### src/rtl/mlp_axis_pkg.sv
// Shared types and helpers for the MLP AXI-Stream output path.
// Entry layout, pointer sizing and strobe constant.
package mlp_axis_pkg;

  localparam int DEF_DATA_W = 32;

  localparam logic [127:0] STRB_ALL = '1;

  typedef struct packed {
    logic                  last;
    logic [DEF_DATA_W-1:0] data;
  } axis_entry_t;

  function automatic int ptr_w(input int depth);
    return (depth > 1) ? $clog2(depth) : 1;
  endfunction

endpackage

### src/rtl/axis_master_pkt_fifo_if.sv
// AXI-Stream bundle between the packet FIFO and the DMA.
// Master drives payload, slave drives ready.
interface axis_master_pkt_fifo_if #(
  parameter int W = 32
) ();

  logic           tvalid;
  logic [W-1:0]   tdata;
  logic [W/8-1:0] tstrb;
  logic           tlast;
  logic           tready;

  modport master (
    output tvalid, tdata, tstrb, tlast,
    input  tready
  );

  modport slave (
    input  tvalid, tdata, tstrb, tlast,
    output tready
  );

endinterface

### src/rtl/mlp_sync_fifo.sv
// Generic first-word-fall-through FIFO with occupancy count.
// Reads return zero while empty so the head is clean after reset.
module mlp_sync_fifo
  import mlp_axis_pkg::*;
#(
  parameter int WIDTH = 33,
  parameter int DEPTH = 16,
  localparam int PW   = ptr_w(DEPTH)
) (
  input  logic             clk,
  input  logic             rst_n,
  input  logic             push,
  input  logic [WIDTH-1:0] wdata,
  input  logic             pop,
  output logic [WIDTH-1:0] rdata,
  output logic [PW:0]      count,
  output logic             full,
  output logic             empty
);

  logic [WIDTH-1:0] mem [DEPTH];
  logic [PW-1:0]    wptr;
  logic [PW-1:0]    rptr;
  logic             wr;
  logic             rd;

  assign full  = (count == (PW+1)'(DEPTH));
  assign empty = (count == '0);
  assign wr    = push && !full;
  assign rd    = pop && !empty;
  assign rdata = empty ? '0 : mem[rptr];

  // Storage array; contents are don't-care until written.
  always_ff @(posedge clk) begin
    if (wr) mem[wptr] <= wdata;
  end

  // Pointers and occupancy; pointers wrap at the power-of-2 depth.
  always_ff @(posedge clk or negedge rst_n) begin
    if (!rst_n) begin
      wptr  <= '0;
      rptr  <= '0;
      count <= '0;
    end else begin
      if (wr) wptr <= wptr + PW'(1);
      if (rd) rptr <= rptr + PW'(1);
      count <= count + (PW+1)'(wr) - (PW+1)'(rd);
    end
  end

endmodule

### src/rtl/axis_master_pkt_fifo.sv
// MLP result stream master: FIFO-buffered beats with TLAST framing.
// Length is latched per packet and TLAST is stored with each beat.
module axis_master_pkt_fifo
  import mlp_axis_pkg::*;
#(
  parameter int C_M_AXIS_TDATA_WIDTH = 32,
  parameter int FIFO_DEPTH           = 16,
  parameter int LEN_WIDTH            = 10
) (
  input  logic                            M_AXIS_ACLK,
  input  logic                            M_AXIS_ARESETN,
  input  logic [LEN_WIDTH-1:0]            pi_current_layer_nodes,
  input  logic [C_M_AXIS_TDATA_WIDTH-1:0] pi_mlp_data,
  input  logic                            pi_write_to_fifo,
  input  logic                            pi_clear_overflow,
  output logic                            po_fifo_full,
  output logic [$clog2(FIFO_DEPTH):0]     po_fifo_level,
  output logic                            po_overflow,
  output logic                            po_wr_fifo_done,
  axis_master_pkt_fifo_if.master          m_axis
);

  localparam int W = C_M_AXIS_TDATA_WIDTH;

  typedef struct packed {
    logic         last;
    logic [W-1:0] data;
  } entry_t;

  entry_t               wr_e;
  entry_t               rd_e;
  logic                 empty;
  logic                 push_ok;
  logic                 pop;
  logic [LEN_WIDTH-1:0] len_q;
  logic [LEN_WIDTH-1:0] wcnt;
  logic [LEN_WIDTH-1:0] len_in;
  logic [LEN_WIDTH-1:0] eff_len;
  logic [LEN_WIDTH:0]   beat_n;
  logic                 is_last;

  assign push_ok = pi_write_to_fifo && !po_fifo_full;
  assign pop     = !empty && m_axis.tready;

  // A zero length would never close a packet, so it means one beat.
  assign len_in  = (pi_current_layer_nodes == '0) ?
                   LEN_WIDTH'(1) : pi_current_layer_nodes;
  assign eff_len = (wcnt == '0) ? len_in : len_q;
  assign beat_n  = {1'b0, wcnt} + (LEN_WIDTH+1)'(1);
  assign is_last = (beat_n == {1'b0, eff_len});
  assign wr_e    = '{last: is_last, data: pi_mlp_data};

  mlp_sync_fifo #(
    .WIDTH (W + 1),
    .DEPTH (FIFO_DEPTH)
  ) u_fifo (
    .clk   (M_AXIS_ACLK),
    .rst_n (M_AXIS_ARESETN),
    .push  (push_ok),
    .wdata (wr_e),
    .pop   (pop),
    .rdata (rd_e),
    .count (po_fifo_level),
    .full  (po_fifo_full),
    .empty (empty)
  );

  assign m_axis.tvalid = !empty;
  assign m_axis.tdata  = rd_e.data;
  assign m_axis.tlast  = rd_e.last;
  assign m_axis.tstrb  = STRB_ALL[W/8-1:0];

  // Packet framing: latch length on the first beat, wrap after the last.
  always_ff @(posedge M_AXIS_ACLK or negedge M_AXIS_ARESETN) begin
    if (!M_AXIS_ARESETN) begin
      len_q <= LEN_WIDTH'(1);
      wcnt  <= '0;
    end else if (push_ok) begin
      if (wcnt == '0) len_q <= len_in;
      wcnt <= is_last ? '0 : beat_n[LEN_WIDTH-1:0];
    end
  end

  // Sticky drop flag; a new drop outranks a clear in the same cycle.
  always_ff @(posedge M_AXIS_ACLK or negedge M_AXIS_ARESETN) begin
    if (!M_AXIS_ARESETN) begin
      po_overflow <= 1'b0;
    end else if (pi_write_to_fifo && po_fifo_full) begin
      po_overflow <= 1'b1;
    end else if (pi_clear_overflow) begin
      po_overflow <= 1'b0;
    end
  end

  // One-cycle done pulse after each packet-closing handshake.
  always_ff @(posedge M_AXIS_ACLK or negedge M_AXIS_ARESETN) begin
    if (!M_AXIS_ARESETN) po_wr_fifo_done <= 1'b0;
    else                 po_wr_fifo_done <= pop && rd_e.last;
  end

endmodule
### src/flat_wrapper.sv
// flat-port wrapper written by rule: the top's interface ports become plain ports
module axis_master_pkt_fifo_flat import mlp_axis_pkg::*;
#(
  parameter int C_M_AXIS_TDATA_WIDTH = 32,
  parameter int FIFO_DEPTH           = 16,
  parameter int LEN_WIDTH            = 10
)
  (M_AXIS_ACLK, M_AXIS_ARESETN, pi_current_layer_nodes, pi_mlp_data, pi_write_to_fifo, pi_clear_overflow, po_fifo_full, po_fifo_level, po_overflow, po_wr_fifo_done, m_axis_tvalid, m_axis_tdata, m_axis_tstrb, m_axis_tlast, m_axis_tready);
  axis_master_pkt_fifo_if m_axis_i ();
  input  logic M_AXIS_ACLK;
  input  logic M_AXIS_ARESETN;
  input  logic [LEN_WIDTH-1:0] pi_current_layer_nodes;
  input  logic [C_M_AXIS_TDATA_WIDTH-1:0] pi_mlp_data;
  input  logic pi_write_to_fifo;
  input  logic pi_clear_overflow;
  output logic po_fifo_full;
  output logic [$clog2(FIFO_DEPTH):0] po_fifo_level;
  output logic po_overflow;
  output logic po_wr_fifo_done;
  output wire logic [$bits(m_axis_i.tvalid)-1:0] m_axis_tvalid;
  output wire logic [$bits(m_axis_i.tdata)-1:0] m_axis_tdata;
  output wire logic [$bits(m_axis_i.tstrb)-1:0] m_axis_tstrb;
  output wire logic [$bits(m_axis_i.tlast)-1:0] m_axis_tlast;
  input wire logic [$bits(m_axis_i.tready)-1:0] m_axis_tready;
  assign m_axis_tvalid = m_axis_i.tvalid;
  assign m_axis_tdata = m_axis_i.tdata;
  assign m_axis_tstrb = m_axis_i.tstrb;
  assign m_axis_tlast = m_axis_i.tlast;
  assign m_axis_i.tready = m_axis_tready;
  axis_master_pkt_fifo #(.C_M_AXIS_TDATA_WIDTH(C_M_AXIS_TDATA_WIDTH), .FIFO_DEPTH(FIFO_DEPTH), .LEN_WIDTH(LEN_WIDTH)) u_core (.M_AXIS_ACLK(M_AXIS_ACLK), .M_AXIS_ARESETN(M_AXIS_ARESETN), .pi_current_layer_nodes(pi_current_layer_nodes), .pi_mlp_data(pi_mlp_data), .pi_write_to_fifo(pi_write_to_fifo), .pi_clear_overflow(pi_clear_overflow), .po_fifo_full(po_fifo_full), .po_fifo_level(po_fifo_level), .po_overflow(po_overflow), .po_wr_fifo_done(po_wr_fifo_done), .m_axis(m_axis_i));
endmodule
### config.mk
export PLATFORM = sky130hd
export DESIGN_NAME = axis_master_pkt_fifo_flat
export DESIGN_NICKNAME = d
export VERILOG_FILES = /design/src/rtl/mlp_axis_pkg.sv /design/src/rtl/axis_master_pkt_fifo_if.sv /design/src/rtl/mlp_sync_fifo.sv /design/src/rtl/axis_master_pkt_fifo.sv /design/src/flat_wrapper.sv
export SDC_FILE = /design/constraint.sdc
export NUM_CORES = 1
export LEC_CHECK = 0
export CORE_UTILIZATION = 60
export CTS_BUF_LIST = sky130_fd_sc_hd__clkbuf_16
export CTS_CLUSTER_SIZE = 8
export DETAILED_ROUTE_END_ITERATION = 10
export DONT_BUFFER_PORTS = 1
export PLACE_DENSITY = 0.83
export SLEW_MARGIN = 20
export SYNTH_ARGS = -nofsm -noshare
export SYNTH_HDL_FRONTEND = slang
export SYNTH_HIERARCHICAL = 1
export SYNTH_SLANG_ARGS = --single-unit
### constraint.sdc
create_clock -name M_AXIS_ACLK -period 8.55 [get_ports M_AXIS_ACLK]
set_input_delay 1.71 -clock M_AXIS_ACLK [delete_from_list [all_inputs] [get_ports M_AXIS_ACLK]]
set_output_delay 1.71 -clock M_AXIS_ACLK [all_outputs]
set_load 0.02 [all_outputs]
# Word-level counts from Yosys, hierarchy flattened
# Memories as Yosys holds them, arrays and structs flattened.
# Index checks and enable logic that the tools add are counted.
[word_totals]
regBits = 35
mem_bits_rw = 528
inputBits = 47
elab_cells = 35
memories = 1
[classes]
n_addsub = 5
eq_ne = 2
muxes = 8
reduce_logical = 12
[memory_table]
columns = ["name", "words", "word_bits", "rd", "rd_ports_with_merged_regs", "write_ports", "line_no", "source"]
rows = [
  ["u_core.u_fifo.mem", 16, 33, 1, 0, 1, "mlp_sync_fifo.sv:21", "logic [WIDTH-1:0] mem [DEPTH];"],
]
[ops]
columns = ["op", "count"]
rows = [
  ["two-way mux 33 bit", 1],
  ["two-way mux 10 bit", 3],
  ["zero test 10 bit", 2],
  ["adder 10 x 1 -> 11 bit, second input constant", 1],
  ["== test 11 x 10 -> 1 bit", 1],
  ["adder 4 x 1 -> 4 bit, second input constant", 2],
  ["logical AND 1 bit", 6],
  ["adder 5 x 1 -> 5 bit", 1],
  ["== test 5 bit, second input constant", 1],
  ["zero test 5 bit", 1],
  ["subtractor 5 x 1 -> 5 bit", 1],
  ["two-way mux 1 bit", 4],
  ["zero test 1 bit", 2],
  ["nonzero test 2 bit", 1],
]

# Longest topological paths before layout
[logic_depth]
depth_word = 6
mapped_depth = 16

# Cells and area by module
# Netlist, hierarchy kept.
[modules_own_cells]
columns = ["mod", "instances", "cells_per_inst", "area_each_um2"]
rows = [
  ["mlp_sync_fifo", 1, 931, 21184.1],
  ["axis_master_pkt_fifo", 1, 155, 1516.5],
]

# Least setup slack after synthesis
# OpenSTA, ideal clock, no wires.
[synth_timing]
kind = "input -> register"
from = "input pi_write_to_fifo"
to = "memory u_core.u_fifo.mem[12][0], enable pin"
setup_ps = 423
arrival_ps = 3700
required_ps = 8127
setup_slack_ps = 4427
cell_stages = 4
path_cell_list = "or2b_2 > inv_1 > nand4_1 > nor2_1"
[synth_via]
elab_chain_len = 4
[synth_rtl]
columns = ["item", "line_no", "source"]
rows = [
  ["start, declared", "flat_wrapper.sv:14", "input logic pi_write_to_fifo;"],
  ["logical AND 1 bit", "axis_master_pkt_fifo.sv:42", "assign push_ok = pi_write_to_fifo && !po_fifo_full;"],
  ["via u_core.push_ok", "axis_master_pkt_fifo.sv:33", "logic push_ok;"],
  ["logical AND 1 bit", "mlp_sync_fifo.sv:29", "assign wr = push && !full;"],
  ["two-way mux 1 bit", "mlp_sync_fifo.sv:35", "if (wr) mem[wptr] <= wdata;"],
  ["two-way mux 1 bit (not written as such)", "mlp_sync_fifo.sv:35", ""],
  ["end, declared", "mlp_sync_fifo.sv:21", ""],
]
# The timed path passes the listed nets, and every way through them passes these cells.

# Worst setup path in the final report
[layout_timing]
from = "register u_core.u_fifo.count[2]"
to = "output m_axis_tdata[30]"
[layout_via]
elab_chain_len = 2
[layout_rtl]
columns = ["item", "line_no", "source"]
rows = [
  ["start, declared", "mlp_sync_fifo.sv:16", "output logic [PW:0] count,"],
  ["start signal, assigned", "mlp_sync_fifo.sv:47", "count <= count + (PW+1)'(wr) - (PW+1)'(rd);"],
  ["zero test 5 bit", "mlp_sync_fifo.sv:28", "assign empty = (count == '0);"],
  ["two-way mux 33 bit", "mlp_sync_fifo.sv:31", "assign rdata = empty ? '0 : mem[rptr];"],
  ["end, declared", "flat_wrapper.sv:21", "output wire logic [$bits(m_axis_i.tdata)-1:0] m_axis_tdata;"],
]
# Every way passes these cells.

==> impl_metrics.yaml <==
worst_setup_path:
  cp_slowest_cell: "o221ai_1"
  cp-start-kind: "register"
  crit_type: "register to output pin"
  worst-path-buf-inv: 2
  crit_fanout: 39
  critPathArrivalTime_ns: 3.64
  reg2reg_from: "u_core/u_fifo/count[2]"
  critPathTopFamily: "simple AND/OR/NAND/NOR gates"
  cp_cell_sequence: "inv_1, ha_1, or4b_4, nand3_2, buf_4, o221ai_1"
  cpPeakStageDelay_ns: 0.63
  worstPathRequired_ns: 6.84
  end_kind: "output pin"
  crit_path_start: "u_core/u_fifo/count[2]"
final_layout:
  layout-area-overhead-vs-synth_pct: 11.4
  finalNetCount: 1180
  final-instance-count-excl-fill: 1651
  layout-drive-gt1-share: 0.255
  num-fill-cells: 2211
  diodes: 0
clocking:
  cts_hold_buffers: 0
  clock_latency_ns: 0.58
  post-cts-setup-buffer-count: 0
  cts_sinks: 563
  cts-root-buf: "clkbuf_16"
  h-tree-depth: 3
  cts_buffers: 80
  clkSlewWorstSetupHoldPaths_ns: 0.05
  clockBufferDepth: 3
  cts_resized: 0
  cts_tree: "done"
route:
  ant_nets: 0
  wire_per_inst_um: 29.7
  drt-initial-drc-count: 1156
  vias_per_cell: 6.67
  drt-pass1-iter-count: 5
  drt-total-wl_um: 49100
  drc: 0
  vias: 11005
power:
  pwr-share-comb: 0.270
  seqPwrFrac: 0.410
  power_density_nw_per_um2: 350
  leakagePower_nw: 8.50
  power.share.clock: 0.320
  p_sw_mw: 2.79
  ir_worst_vdd_mv: 0.289
  internal_power_mw: 6.06
  switching_share: 0.315
timing:
  rsz0062_at_grt: "false"
  worst_slew_pin_slew_ns: 1.15
  finalMaxSlewViolations: 0
  period_share: 0.626
  setup_tns_ns: 0
  finClkSkew_ns: 0.0172
  max_freq_mhz: 187
  max-slew-margin-rel: 0.233
  fin_crit_ns: 5.35
  hold_ws_ns: 0.493
  finalSetupViolCount: 0
  final_hold_viol_count: 0
synth:
  synth_xor_area_frac: 0.0116
  synth-adder-area-share: 0.00805
  synth-simple-area-share: 0.0297
  synth_edf_count: 528
  syn-mean-instance-area_um2: 20.9
  synth_compound_area_frac: 0.0298
  yosysWarnings: 6
  yosysSeqAreaShare: 0.737
  ys_ff_latch: 563
  synth_area_um2: 22700
  synth.distinct_cells: 61
  synth.area.mux_share: 0.154
  async_flop_share: 0.0622
  synth_flop_cell: "edfxtp_1"
  synthCells: 1086
  synth_top_family_by_area: "multiplexers"
grt:
  grt_pass1_wl_um: 72800
  grt_max_degree: 93
  grt_pass1_vias: 11369
  antenna_found_initial: 1
  gr-total-overflow: 0
  grt_use_total: 0.263
die:
  die_x_um: 197
  initial_core_util: 0.614
  io-pin-count: 93
  dieArea_um2: 38600
  num_rows: 70
  die_h_um: 197
  core_area_um2: 37000
placement:
  place.gp.congestion: 0.778
  io_buffers: 0
  dpl.cell_count: 1541
  dp_hpwl_um: 23300
run_status:
  outcome: "completed"
job:
  maxCapViolations: 0
worst_hold_path:
  worstHoldPathType: "register to register"
  hp-start: "u_core/len_q[0]"
==> kinds of logic after synthesis <==
group / count (synthesis)
multiplexers: 179
XOR/XNOR: 25
AO/OA/AOI/OAI: 66
flip-flops: 563
AND/OR/NAND/NOR: 119
buffers and inverters: 119
other: 1
adder cells (fa/ha/maj): 14
==> worst paths after layout <==
kind,end,slack [ns],cells past startpoint
worst max-delay path,m_axis_tdata[30],3.20,6
worst min-delay path,u_core/len_q[0],0.49,2
worst max register to register,u_core/u_fifo/mem[7][18],4.55,9
worst min register to register,u_core/len_q[0],0.49,2
max in group asynchronous,u_core/len_q[0],7.55,0
min in group asynchronous,u_core/wcnt[9],0.82,0
==> cells in the mapped netlist (2+ instances only) <==
cell,number,area share
and3_1,2,0.00055
nor2_1,7,0.0012
clkbuf_1,9,0.0015
or2b_2,2,0.00077
nand4_1,3,0.00083
nor3_1,7,0.0015
a21oi_1,8,0.0018
and4_1,2,0.00077
buf_2,17,0.0037
buf_1,5,0.00083
or3_2,3,0.00099
and2_1,13,0.0036
buf_4,11,0.0036
mux2_2,10,0.0050
o221ai_1,7,0.0027
o21ai_0,7,0.0015
dfrtp_1,34,0.037
mux4_1,12,0.014
mux4_2,120,0.12
o221ai_2,27,0.018
nor2b_1,2,0.00055
nand3_1,41,0.0090
ha_1,13,0.0072
buf_6,17,0.0084
or3_1,3,0.00083
nor4_1,4,0.0011
o31ai_1,4,0.0013
edfxtp_1,528,0.70
mux2i_1,37,0.016
xnor2_1,12,0.0046
nand2_1,19,0.0031
xor2_1,10,0.0039
a21o_1,3,0.00099
a31oi_1,2,0.00055
a21o_2,2,0.00077
inv_1,57,0.0094
o211ai_1,2,0.00066
==> per-layer routing <==
layer  track usage  wire length, µm
met1         0.352            18700
met3        0.0561             4190
met4         0.102             1490
met2         0.430            24800
met5             0                0
==> area by class of cell <==
type	count	area (µm²)	share of cell area
clock buffer	83	2080	0.0821
clock inverter	27	163	0.00643
inverter	57	214	0.00846
multi-input combinational	407	5390	0.213
sequential	563	16700	0.662
tap	504	631	0.0249
timing repair buffer	10	87.6	0.00346
==> worst reg2reg max path: cells and delay by family (launching register included) <==
kind | cells | cell delay [ns]
DFF | 1 | 0.48
and+or+nand+nor | 4 | 2.20
adders and majority gates | 1 | 0.22
buffers and inverters | 4 | 0.69
==> power by group through the flow <==
stage          Sequential [mW]  Combinational [mW]  Clock (mW)
2_1_floorplan             3.47                2.07           0
3_3_place_gp              3.65                2.31           0
3_5_place_dp              3.67                2.36           0
4_1_cts                   3.64                2.41        2.86
5_1_grt                   3.66                2.53        2.98
6_report                  3.63                2.39        2.83
==> cell usage in the layout, fill, tap and decap left out, types with 12 or more instances in the layout <==
master / instances
mux4_1: 12
edfxtp_1: 528
nand3_1: 41
inv_1: 79
ha_1: 13
mux2i_1: 37
o221ai_2: 27
nand2_1: 19
dfrtp_1: 31
mux4_2: 120
clkbuf_16: 83
xnor2_1: 12
==> per-stage QoR <==
| stage | utilization | area [µm²] | total power [mW] | setup WS, ns |
|---|---|---|---|---|
| floorplan | - | 22700 | 5.54 | 4.43 |
| global placement | 0.624 | 23000 | 5.96 | 3.82 |
| detailed placement | 0.624 | 23100 | 6.03 | 3.79 |
| CTS | 0.684 | 25300 | 8.91 | 3.19 |
| global route | 0.684 | 25300 | 9.17 | 3.11 |
| finish | 0.684 | 25300 | 8.85 | 3.20 |
==> state kept, by name, summed over array words and instances (netlist names) <==
signal,flops
u_core/len_q,10
u_core/po_overflow,1
u_core/po_wr_fifo_done,1
u_core/u_fifo/count,5
u_core/u_fifo/mem,528
u_core/u_fifo/rptr,4
u_core/u_fifo/wptr,4
u_core/wcnt,10
Power figures use the tool's default switching activity.
